**config.mk**
```make
export PLATFORM = sky130hd
export DESIGN_NAME = serial_word_assembler
export DESIGN_NICKNAME = d
export VERILOG_FILES = /design/src/rtl/serial_word_assembler.sv
export SDC_FILE = /design/constraint.sdc
export NUM_CORES = 1
export LEC_CHECK = 0
export BUFFER_PORTS_ARGS = -buffer_cell sky130_fd_sc_hd__buf_4
export CORE_UTILIZATION = 40
export DETAILED_ROUTE_END_ITERATION = 10
export SLEW_MARGIN = 20
export SYNTH_ARGS = -nofsm -noshare
export SYNTH_HDL_FRONTEND = slang
export SYNTH_SLANG_ARGS = --single-unit
```
**constraint.sdc**
```tcl
create_clock -name clk -period 1.5 [get_ports clk]
set_clock_uncertainty 0.15 [all_clocks]
set_input_delay 0 -clock clk [delete_from_list [all_inputs] [get_ports clk]]
set_output_delay 0 -clock clk [all_outputs]
set_load 0.02 [all_outputs]
```
**src/rtl/serial_word_assembler.sv**
```systemverilog
// serial_word_assembler
//   Front end for the n-bit enable register. Watches an idle-high serial line
//   for a start bit, then shifts in n data bits LSB-first. After the data bits
//   it checks the stop bit and presents the finished word, with a one-cycle
//   valid pulse that can drive the register's load enable directly.
//
//   Optional feature: define PARITY_EN to expect an even-parity bit between the
//   last data bit and the stop bit. A parity mismatch is reported as a frame
//   error. Without PARITY_EN, the parity state and logic are not built.
//
// Ports
//   clk         in   rising-edge clock
//   reset       in   synchronous, active-low reset
//   sin         in   serial data; the line idles at 1
//   bit_en      in   bit-sample strobe; sin is only looked at when this is 1
//   word        out  [n-1:0] last correctly framed word, held between frames
//   word_valid  out  one-cycle pulse marking the cycle in which word changed
//   frame_err   out  stop/parity fault on the last frame; cleared by the next start
//   busy        out  high whenever a frame is in progress (FSM not idle)

module serial_word_assembler #(
  parameter int n = 4
) (
  input  logic         clk,
  input  logic         reset,
  input  logic         sin,
  input  logic         bit_en,
  output logic [n-1:0] word,
  output logic         word_valid,
  output logic         frame_err,
  output logic         busy
);

  // One extra counter bit so the count can reach n without wrapping.
  localparam int CW = $clog2(n) + 1;

`ifdef PARITY_EN
  typedef enum logic [1:0] {IDLE, DATA, PARITY, STOP} state_t;
`else
  typedef enum logic [1:0] {IDLE, DATA, STOP} state_t;
`endif

  state_t        state_q, state_d;
  logic [CW-1:0] cnt_q, cnt_d;
  logic [n-1:0]  shift_q, shift_d;
  logic [n-1:0]  word_d;
  logic          valid_d;
  logic          err_d;
  logic          frame_ok;

`ifdef PARITY_EN
  logic par_q, par_d;

  // Even parity: the data bits plus the parity bit must hold an even count of ones.
  assign frame_ok = ~(^shift_q ^ par_q);
`else
  assign frame_ok = 1'b1;
`endif

  assign busy = (state_q != IDLE);

  always_ff @(posedge clk) begin
    if (!reset) begin
      state_q    <= IDLE;
      cnt_q      <= '0;
      shift_q    <= '0;
      word       <= '0;
      word_valid <= 1'b0;
      frame_err  <= 1'b0;
`ifdef PARITY_EN
      par_q      <= 1'b0;
`endif
    end else begin
      state_q    <= state_d;
      cnt_q      <= cnt_d;
      shift_q    <= shift_d;
      word       <= word_d;
      word_valid <= valid_d;
      frame_err  <= err_d;
`ifdef PARITY_EN
      par_q      <= par_d;
`endif
    end
  end

  // Everything holds unless bit_en is high. The one exception is word_valid:
  // it defaults to 0, so its pulse is always one clock wide, whatever the
  // strobe rate.
  always_comb begin
    state_d = state_q;
    cnt_d   = cnt_q;
    shift_d = shift_q;
    word_d  = word;
    valid_d = 1'b0;
    err_d   = frame_err;
`ifdef PARITY_EN
    par_d   = par_q;
`endif

    if (bit_en) begin
      case (state_q)
        IDLE: begin
          if (!sin) begin
            state_d = DATA;
            cnt_d   = '0;
            err_d   = 1'b0;
          end
        end

        DATA: begin
          // Store the bit at the position given by the count (LSB first). The
          // compare loop avoids indexing with the wider counter.
          for (int i = 0; i < n; i++) begin
            if (cnt_q == CW'(i)) begin
              shift_d[i] = sin;
            end
          end
          cnt_d = cnt_q + 1'b1;
          if (cnt_q == CW'(n - 1)) begin
`ifdef PARITY_EN
            state_d = PARITY;
`else
            state_d = STOP;
`endif
          end
        end

`ifdef PARITY_EN
        PARITY: begin
          par_d   = sin;
          state_d = STOP;
        end
`endif

        STOP: begin
          state_d = IDLE;
          if (sin && frame_ok) begin
            word_d  = shift_q;
            valid_d = 1'b1;
          end else begin
            err_d = 1'b1;
          end
        end

        default: begin
          state_d = IDLE;
        end
      endcase
    end
  end

endmodule
```
==> results.ini, run 1 <==
[die]
start_util = 0.4416
die_area_mm2 = 0.001871
dieWidth_um = 43.25
dieHeight_um = 43.25
rows = 14
ioPinCount = 11
core_area_mm2 = 0.001541

[grt]
grtUsageMet2 = 0.2418
grt_usage = 0.1672
gr-total-overflow = 0
busiest_layer = met2
antenna_found_initial = 0
grt_pass1_vias = 503
grt_max_degree = 12
grt_pass1_wl_mm = 2.180
use_met1 = 0.2037
met3_usage = 0.05106

[logic_synthesis]
synth-warning-count = 0
syn_area_per_cell_um2 = 9.587
syn_area_um2 = 680.7
syn-num-nets = 80
synthCells = 71
post_synth_num_cell_types = 19
ys_seq_elements = 15
yosysSeqAreaShare = 0.4412

[worst_setup_path]
cp_max_fo = 8
worst_ep_required_time_ns = 1.55
crit_type = reg2reg
cp-start-kind = flip-flop
crit_arrival_ns = 1.47
critPathCaptureType = flip-flop
r2r_slack_ns = 0.08

[timing]
setup_viol_count_final = 0
maxSlewHeadroom = 0.7449
grt_setup_unrepaired = no
slew_violations = 0
setup_ws_ns = 0.08006
tns_ns = 0
tightest_slew_ns = 0.3823
hold_viol = 0
finalWorstPathRequiredPeriod_ns = 1.420
fmax_mhz = 704.3
fin_crit_sh = 0.9466

[clock_network]
insertion_delay_ns = 0.28
post_cts_buffers = 0
h-tree-depth = 1
cts.sinks = 15
hold_buffers = 4
cts-root-buf = clkbuf_4
cts_buffers = 3
clkTransAtPathRegs_ns = 0.09
clock_path_buffers = 2
cts_resized = 0
cts_tree = built

[placement]
pre_cts_ws_ns = 0.2120
place_area_um2 = 772.0
buffer_ports.inserted = 10
hpwl_um = 845.1
routabilityCongestion = 0.7367

[detailed_routing]
drc = 0
first_pass_iters = 4
drt_iter0_drc = 8
via_per_inst = 5.038
wl_per_cell_um = 12.12
vias = 524
antenna_left = 0
wirelength_mm = 1.260

[cells_and_area]
syn_to_final_growth_pct = 23.35
final_nets = 98
mostFrequentLayoutCells = 15 x dfxtp_1, 10 x nand2_1, 10 x buf_4
drive_gt1_frac = 0.2273
utilization = 0.5446
layout_commonest_cell = dfxtp_1
insertedDiodeCount = 0
stdcell_area_um2 = 839.6
nFillCells = 146

[worst_hold_path]
hp-class = reg2reg

[pwr]
ir_drop_v = 0.0005440
p_leak_uw = 0.0004072
powerDensity_mw_per_mm2 = 862.4

[run_status]
outcome = finished clean

[job]
maxCapViolCount = 0

-- worst paths after layout --
| check | start | end | depth (start not counted) |
|---|---|---|---|
| max reg2reg | state_q[0] | state_q[0] | 3 |
| min reg2reg | shift_q[3] | shift_q[3] | 2 |
| max | state_q[0] | state_q[0] | 3 |
| min | shift_q[3] | shift_q[3] | 2 |
-- worst max-delay path, cell delays in order, from the launching register on --
cell and delay, ns:
dfxtp_1 0.46, nand3b_1 0.10, dlygate4sd3_1 0.56, o31ai_1 0.07
-- metal layers --
metal,vias up,routed length (µm),share of wire
li1,270,-,-
met3,4,53,0.042
met1,237,632,0.50
met4,0,43,0.034
met5,-,0,0
met2,13,530,0.42
-- sequential cells by signal, indices dropped and copies added (netlist names) --
name        cells
state_q         2
word            4
shift_q         4
frame_err       1
word_valid      1
cnt_q           3
-- synth_stat cells --
cell type,n,area (µm²)
nand3b_1,1,7.510
mux2i_1,9,90.09
and3b_2,1,10.01
and2b_2,1,8.760
clkbuf_1,1,3.750
o31ai_1,1,7.510
nand2b_1,3,18.77
nand2_1,10,37.54
nor2_1,6,22.52
inv_1,5,18.77
dfxtp_1,15,300.3
ha_1,5,62.56
nand2_2,1,6.260
or2_2,1,6.260
and4bb_1,1,12.51
o21ai_0,3,15.01
nor3b_2,1,12.51
a21oi_1,5,25.02
nand4b_2,1,15.01
-- logic make-up (layout without fill, tap and decap cells) --
family                     Yosys count  in the layout  share of synthesized area
adders and majority gates            5              5                    0.09191
and+or+nand+nor                     27             27                     0.2316
buffers and inverters                6             23                    0.03309
AOI/OAI and AO/OA                    9              9                    0.06984
muxes                                9              9                     0.1324
DFF                                 15             15                     0.4412
-- report_power, final --
group	switching, µW	internal [µW]
logic	38.8	37.7
clock network	133	99.1
registers	9.67	405
total	182	542
-- cell type report --
type / instances / area, µm² / area share
Multi-Input combinational cell: 50 / 357.8 / 0.4262
Sequential cell: 15 / 300.3 / 0.3577
Timing Repair Buffer: 14 / 115.1 / 0.1371
Clock buffer: 3 / 22.52 / 0.02683
Tap cell: 16 / 20.02 / 0.02385
Inverter: 5 / 18.77 / 0.02235
Clock inverter: 1 / 5.005 / 0.005961
-- per-stage QoR --
stage	hold slack (ns)	std cells	total power, µW
6_report	0.3202	104	724.1
5_1_grt	0.3495	104	768.5
4_1_cts	0.3252	104	734.4
3_5_place_dp	0.1589	96	493.0
3_3_place_gp	0.1552	96	493.1
2_1_floorplan	-0.008614	71	466.0
(Power assumes the default switching activity.)
==> run 2, diff against run 1 <==
--- a/config.mk
+++ b/config.mk
@@ -8,6 +8,8 @@
 export BUFFER_PORTS_ARGS = -buffer_cell sky130_fd_sc_hd__buf_4
 export CORE_UTILIZATION = 40
 export DETAILED_ROUTE_END_ITERATION = 10
+export GPL_TIMING_DRIVEN = 0
+export REMOVE_ABC_BUFFERS = 1
 export SLEW_MARGIN = 20
 export SYNTH_ARGS = -nofsm -noshare
 export SYNTH_HDL_FRONTEND = slang
==> constraint.sdc (replaced) <==
create_clock -name clk -period 1.2 [get_ports clk]
set_clock_uncertainty 0.15 [all_clocks]
set_input_delay 0 -clock clk [delete_from_list [all_inputs] [get_ports clk]]
set_output_delay 0 -clock clk [all_outputs]
set_load 0.02 [all_outputs]
==> run 2 against run 1 <==
Clock-buffer cell count did not move. Critical endpoint is now busy. Hold slack lost 0.0026 ns. Wire length grew 7.5%. Cell count is 2.9% higher. Register-to-register slack worse by 0.07 ns. Largest cell class unchanged. Critical path type is now reg2out.
==> results.ini, run 2 (synthesis gave the netlist of run 1 again) <==
[run_status]
outcome = finished clean

[die]
rows = 14  ; unchanged
die_area_mm2 = 0.001871  ; unchanged
ioPinCount = 11  ; unchanged
dieHeight_um = 43.25  ; unchanged
start_util = 0.4416  ; unchanged
core_area_mm2 = 0.001541  ; unchanged
dieWidth_um = 43.25  ; unchanged

[worst_setup_path]
critPathCaptureType = primary output
crit_arrival_ns = 1.05  ; -0.42 ns
crit_type = reg2out
cp-start-kind = flip-flop
worst_ep_required_time_ns = 1.05  ; -0.50 ns
cp_max_fo = 8  ; unchanged

[cells_and_area]
utilization = 0.6307  ; +0.08604
nFillCells = 124  ; -15%
reg_top3 = shift_q x4, word x4, cnt_q x3
drive_gt1_frac = 0.4396  ; +0.2123
stdcell_area_um2 = 972.2  ; +16%
fin_cells = 107  ; +2.9%
layout_commonest_cell = dfxtp_1
final_nets = 101  ; +3.1%
insertedDiodeCount = 0  ; unchanged
mostFrequentLayoutCells = 11 x dfxtp_1, 10 x buf_4, 9 x nand2_1, 9 x mux2i_1, 6 x nor2_1
syn_to_final_growth_pct = 42.83

[grt]
gr-total-overflow = 0  ; unchanged
antenna_found_initial = 0  ; unchanged
grt_pass1_wl_mm = 2.325  ; +6.7%
grt_usage = 0.1742  ; +0.006969
grt_pass1_vias = 516  ; +2.6%
grt_max_degree = 12  ; unchanged

[detailed_routing]
drc = 0  ; unchanged
drt_iter0_drc = 9  ; +1
wirelength_mm = 1.355  ; +7.5%
antenna_left = 0  ; unchanged
vias = 560  ; +6.9%
via_per_inst = 5.234  ; +3.9%
wl_per_cell_um = 12.66  ; +4.5%
first_pass_iters = 4  ; unchanged

[timing]
tightest_slew_ns = 0.3907  ; +0.008442 ns
grt_setup_unrepaired = yes
fin_crit_sh = 0.9971
maxSlewHeadroom = 0.7392  ; -0.005634
slew_violations = 0  ; unchanged
whs_ns = 0.3176  ; -0.002568 ns
hold_viol = 0  ; unchanged
setup_viol_count_final = 0  ; unchanged
fmax_mhz = 835.8
finalWorstPathRequiredPeriod_ns = 1.196

[placement]
routabilityCongestion = 0.7218  ; -2.0%
place_area_um2 = 772.0  ; unchanged
buffer_ports.inserted = 10  ; unchanged
place_inst = 96  ; unchanged
hpwl_um = 888.6  ; +5.1%

[clock_network]
h-tree-depth = 1  ; unchanged
insertion_delay_ns = 0.29  ; about the same
cts_tree = built
cts.sinks = 15  ; unchanged
clkTransAtPathRegs_ns = 0.10  ; about the same
cts-root-buf = clkbuf_4
cts_buffers = 3  ; unchanged
clock_path_buffers = 2  ; unchanged

[pwr]
seq_power_share = 0.553  ; -0.020
power_frac_comb = 0.132  ; +0.026
clockPowerShare = 0.315  ; -0.006
power_switching_uw = 248.7  ; +37%
p_int_uw = 691.6  ; +28%
p_sw_frac = 0.2645  ; +0.01355
p_leak_uw = 0.0004449  ; +9.3%
powerDensity_mw_per_mm2 = 967.2  ; +12%
ir_drop_v = 0.0008399  ; +54%

[worst_hold_path]
hp-class = reg2reg

[job]
maxCapViolCount = 0  ; unchanged

-- run 2: cell count changes in the layout (fill, tap and decap cells not counted), sizes merged --
cell         before  now
buf              10   14
dlygate4sd3       4    3
-- run 2: per-stage QoR --
step	TNS (ns)	power [µW]	setup WS, ns
floorplan	-0.01535	581.5	-0.01535
detailed placement	-0.3924	615.7	-0.1008
global placement	-0.3135	613.5	-0.06946
CTS	-0.01336	933.2	-0.01336
finish	0	940.3	0.003504
global route	-0.1418	1003	-0.03884
-- run 2: path summary, 6_finish.rpt --
| kind | slack [ns] | depth (start not counted) | end | from |
|---|---|---|---|---|
| max | 0.004 | 2 | busy | state_q[0] |
| min | 0.32 | 2 | shift_q[3] | shift_q[3] |
| max reg2reg | 0.01 | 4 | cnt_q[2] | cnt_q[0] |
| min reg2reg | 0.32 | 2 | shift_q[3] | shift_q[3] |
-- run 2: routing by layer --
metal  routed length, µm  up-vias  track usage
li1                    -      281            -
met1                 600      262       0.2089
met2                 678       17       0.2776
met3                  77        0      0.07660
met4                   0        0      0.05455
met5                   0        -            0
-- run 2: critical path: stages, from the launching register on --
cell and delay (ns):
dfxtp_4 0.39, or2_4 0.23, buf_6 0.13
-- run 2: what timing repair did --
item,CTS,global route
hold endpoints to repair,8,0
endpoints found under the setup margin,13,12
hold buffers,3,0
pin swaps,5,8
resized for setup,15,18
setup buffers,5,0
-- run 2: power by group through the flow --
stage	registers, µW	clock network [µW]	logic, µW
2_1_floorplan	527	0	54.2
3_3_place_gp	530	0	83.4
3_5_place_dp	531	0	85.0
4_1_cts	519	305	110
5_1_grt	522	343	137
6_report	520	296	124
-- run 2: area by class of cell --
class	count	area, µm²	area share
timing repair buffer	17	150.1	0.1544
clock buffer	3	22.52	0.02317
clock inverter	1	5.005	0.005148
tap	16	20.02	0.02059
sequential	15	315.3	0.3243
inverter	5	21.27	0.02188
multi-input combinational	50	437.9	0.4505
==> run 3, diff against run 2 <==
--- a/config.mk
+++ b/config.mk
@@ -9,6 +9,7 @@
 export CORE_UTILIZATION = 40
 export DETAILED_ROUTE_END_ITERATION = 10
 export GPL_TIMING_DRIVEN = 0
+export PLACE_DENSITY = 0.71
 export REMOVE_ABC_BUFFERS = 1
 export SLEW_MARGIN = 20
 export SYNTH_ARGS = -nofsm -noshare
==> run 3 against run 2 <==
Clock-buffer cell count is 1 higher. First-iteration DRC count decreased by 78%. Sequential power about the same. Sequential share of layout area rose by 0.77 points. Clock power hardly changed. Die area unchanged. Critical path depth stayed put. Critical path type unchanged. Largest power group unchanged.
==> results.ini, run 3 (synthesis gave the netlist of run 1 again) <==
[worst_setup_path]
critPathCaptureType = primary output
cp-start-kind = flip-flop
crit_type = reg2out
r2r-start = cnt_q[0]
crit_arrival_ns = 1.04  ; about the same
r2r_cells = 4  ; unchanged
r2r_slack_ns = 0.006  ; about the same
cp_max_fo = 6  ; -2
worst_ep_required_time_ns = 1.05  ; about the same
r2r-end = cnt_q[2]

[timing]
slew_violations = 0  ; unchanged
setup_ws_ns = 0.005895  ; +0.002392 ns
setup_viol_count_final = 0  ; unchanged
maxSlewHeadroom = 0.7510  ; +0.01177
grt_setup_unrepaired = yes
fmax_mhz = 837.4  ; +0.20%
whs_ns = 0.3161  ; -0.001528 ns
tightest_slew_ns = 0.3731  ; -0.01763 ns
fin_crit_sh = 0.9951  ; -0.001993
hold_viol = 0  ; unchanged
finalWorstPathRequiredPeriod_ns = 1.194  ; -0.002392 ns

[clock_network]
cts.sinks = 15  ; unchanged
clkTransAtPathRegs_ns = 0.08  ; -0.02 ns
insertion_delay_ns = 0.29  ; about the same
cts_buffers = 3  ; unchanged
clock_path_buffers = 2  ; unchanged
cts-root-buf = clkbuf_4
h-tree-depth = 1  ; unchanged
cts_tree = built

[grt]
gr-total-overflow = 0  ; unchanged
grt_max_degree = 12  ; unchanged
grt_pass1_vias = 511  ; -0.97%
grt_pass1_wl_mm = 2.187  ; -5.9%
grt_usage = 0.1626  ; -0.01161
antenna_found_initial = 0  ; unchanged

[detailed_routing]
wl_per_cell_um = 12.59  ; -0.55%
wl_met3_um = 61  ; -21%
wl_met2_um = 648  ; -4.4%
via_per_inst = 5.179  ; -1.0%
drc = 0  ; unchanged
highest_layer = met4
drt-met1-wl_um = 587  ; -2.2%
drt_iter0_drc = 2  ; -7
antenna_left = 0  ; unchanged
vias = 549  ; -2.0%
wirelength_mm = 1.335  ; -1.5%
first_pass_iters = 4  ; unchanged

[die]
ioPinCount = 11  ; unchanged
dieHeight_um = 43.25  ; unchanged
core_area_mm2 = 0.001541  ; unchanged
die_area_mm2 = 0.001871  ; unchanged
dieWidth_um = 43.25  ; unchanged
start_util = 0.4416  ; unchanged
rows = 14  ; unchanged

[pwr]
p_leak_uw = 0.0004426  ; -0.51%
powerDensity_mw_per_mm2 = 997.7  ; +3.1%
finalPower_uw = 932.5  ; -0.83%
ir_drop_v = 0.0007559  ; -10%

[cells_and_area]
mostFrequentLayoutCells = 11 x dfxtp_1, 10 x nand2_1, 9 x mux2i_1, 9 x buf_4, 6 x nor2_1
drive_gt1_frac = 0.3778  ; -0.06178
insertedDiodeCount = 0  ; unchanged
layout_commonest_cell = dfxtp_1
reg_top3 = shift_q x4, word x4, cnt_q x3
nFillCells = 146  ; +18%
syn_to_final_growth_pct = 37.32
final_nets = 100  ; -0.99%

[run_status]
outcome = finished clean

[worst_hold_path]
hold_path_depth = 2  ; unchanged
hp-start = shift_q[2]
hp-class = reg2reg
min_to = shift_q[2]

[placement]
hpwl_um = 846.6  ; -4.7%
routabilityCongestion = 0.7291  ; +1.0%
buffer_ports.inserted = 10  ; unchanged
pre_cts_ws_ns = -0.09093  ; +0.009914 ns

[job]
maxCapViolCount = 0  ; unchanged

-- run 3: worst max-delay path by stage --
stage,startpoint,endpoint,depth (start not counted)
final,state_q[1],busy,2
after global placement,cnt_q[0],state_q[0],5
after CTS,state_q[1],busy,2
after global routing,cnt_q[1],cnt_q[1],5
after detailed placement,cnt_q[0],cnt_q[2],4
after floorplan,cnt_q[0],cnt_q[2],4
-- run 3: critical path, stage by stage, from the launching register on --
cell     delay (ns)
dfxtp_4        0.37
or2_4          0.25
buf_6          0.13
-- run 3: power by group --
part	total, µW	switching, µW	internal, µW
clock network	294	164	130
logic	117	55.6	61.1
registers	522	15.7	506
total	932	235	697
-- run 3: cell type report --
class | instances | area [µm²] | share of cell area
Clock buffer | 4 | 26.28 | 0.02811
Sequential cell | 15 | 310.3 | 0.3320
Inverter | 5 | 18.77 | 0.02008
Multi-Input combinational cell | 50 | 416.7 | 0.4458
Timing Repair Buffer | 16 | 142.6 | 0.1526
Tap cell | 16 | 20.02 | 0.02142
-- run 3: what timing repair did --
action | in CTS | in global routing
hold buffers | 3 | 0
endpoints found under the hold margin | 8 | 0
pin swaps | 1 | 3
buffers inserted | 3 | 0
setup endpoints to repair | 13 | 11
resized for setup | 11 | 12
-- run 3: per-stage QoR --
step	instances	util	setup TNS, ns	instance area (µm²)
6_report	106	0.6063	0	934.6
2_1_floorplan	70	-	-0.01535	676.9
3_5_place_dp	96	0.5008	-0.3621	772.0
3_3_place_gp	96	0.5008	-0.2339	772.0
4_1_cts	106	0.5763	0	888.4
5_1_grt	106	0.6063	-0.1359	934.6
-- run 3: metal layers --
layer | track usage | vias up
li1 | - | 276
met1 | 0.1896 | 258
met2 | 0.2507 | 10
met3 | 0.06383 | 5
met4 | 0.09091 | 0
met5 | 0 | -
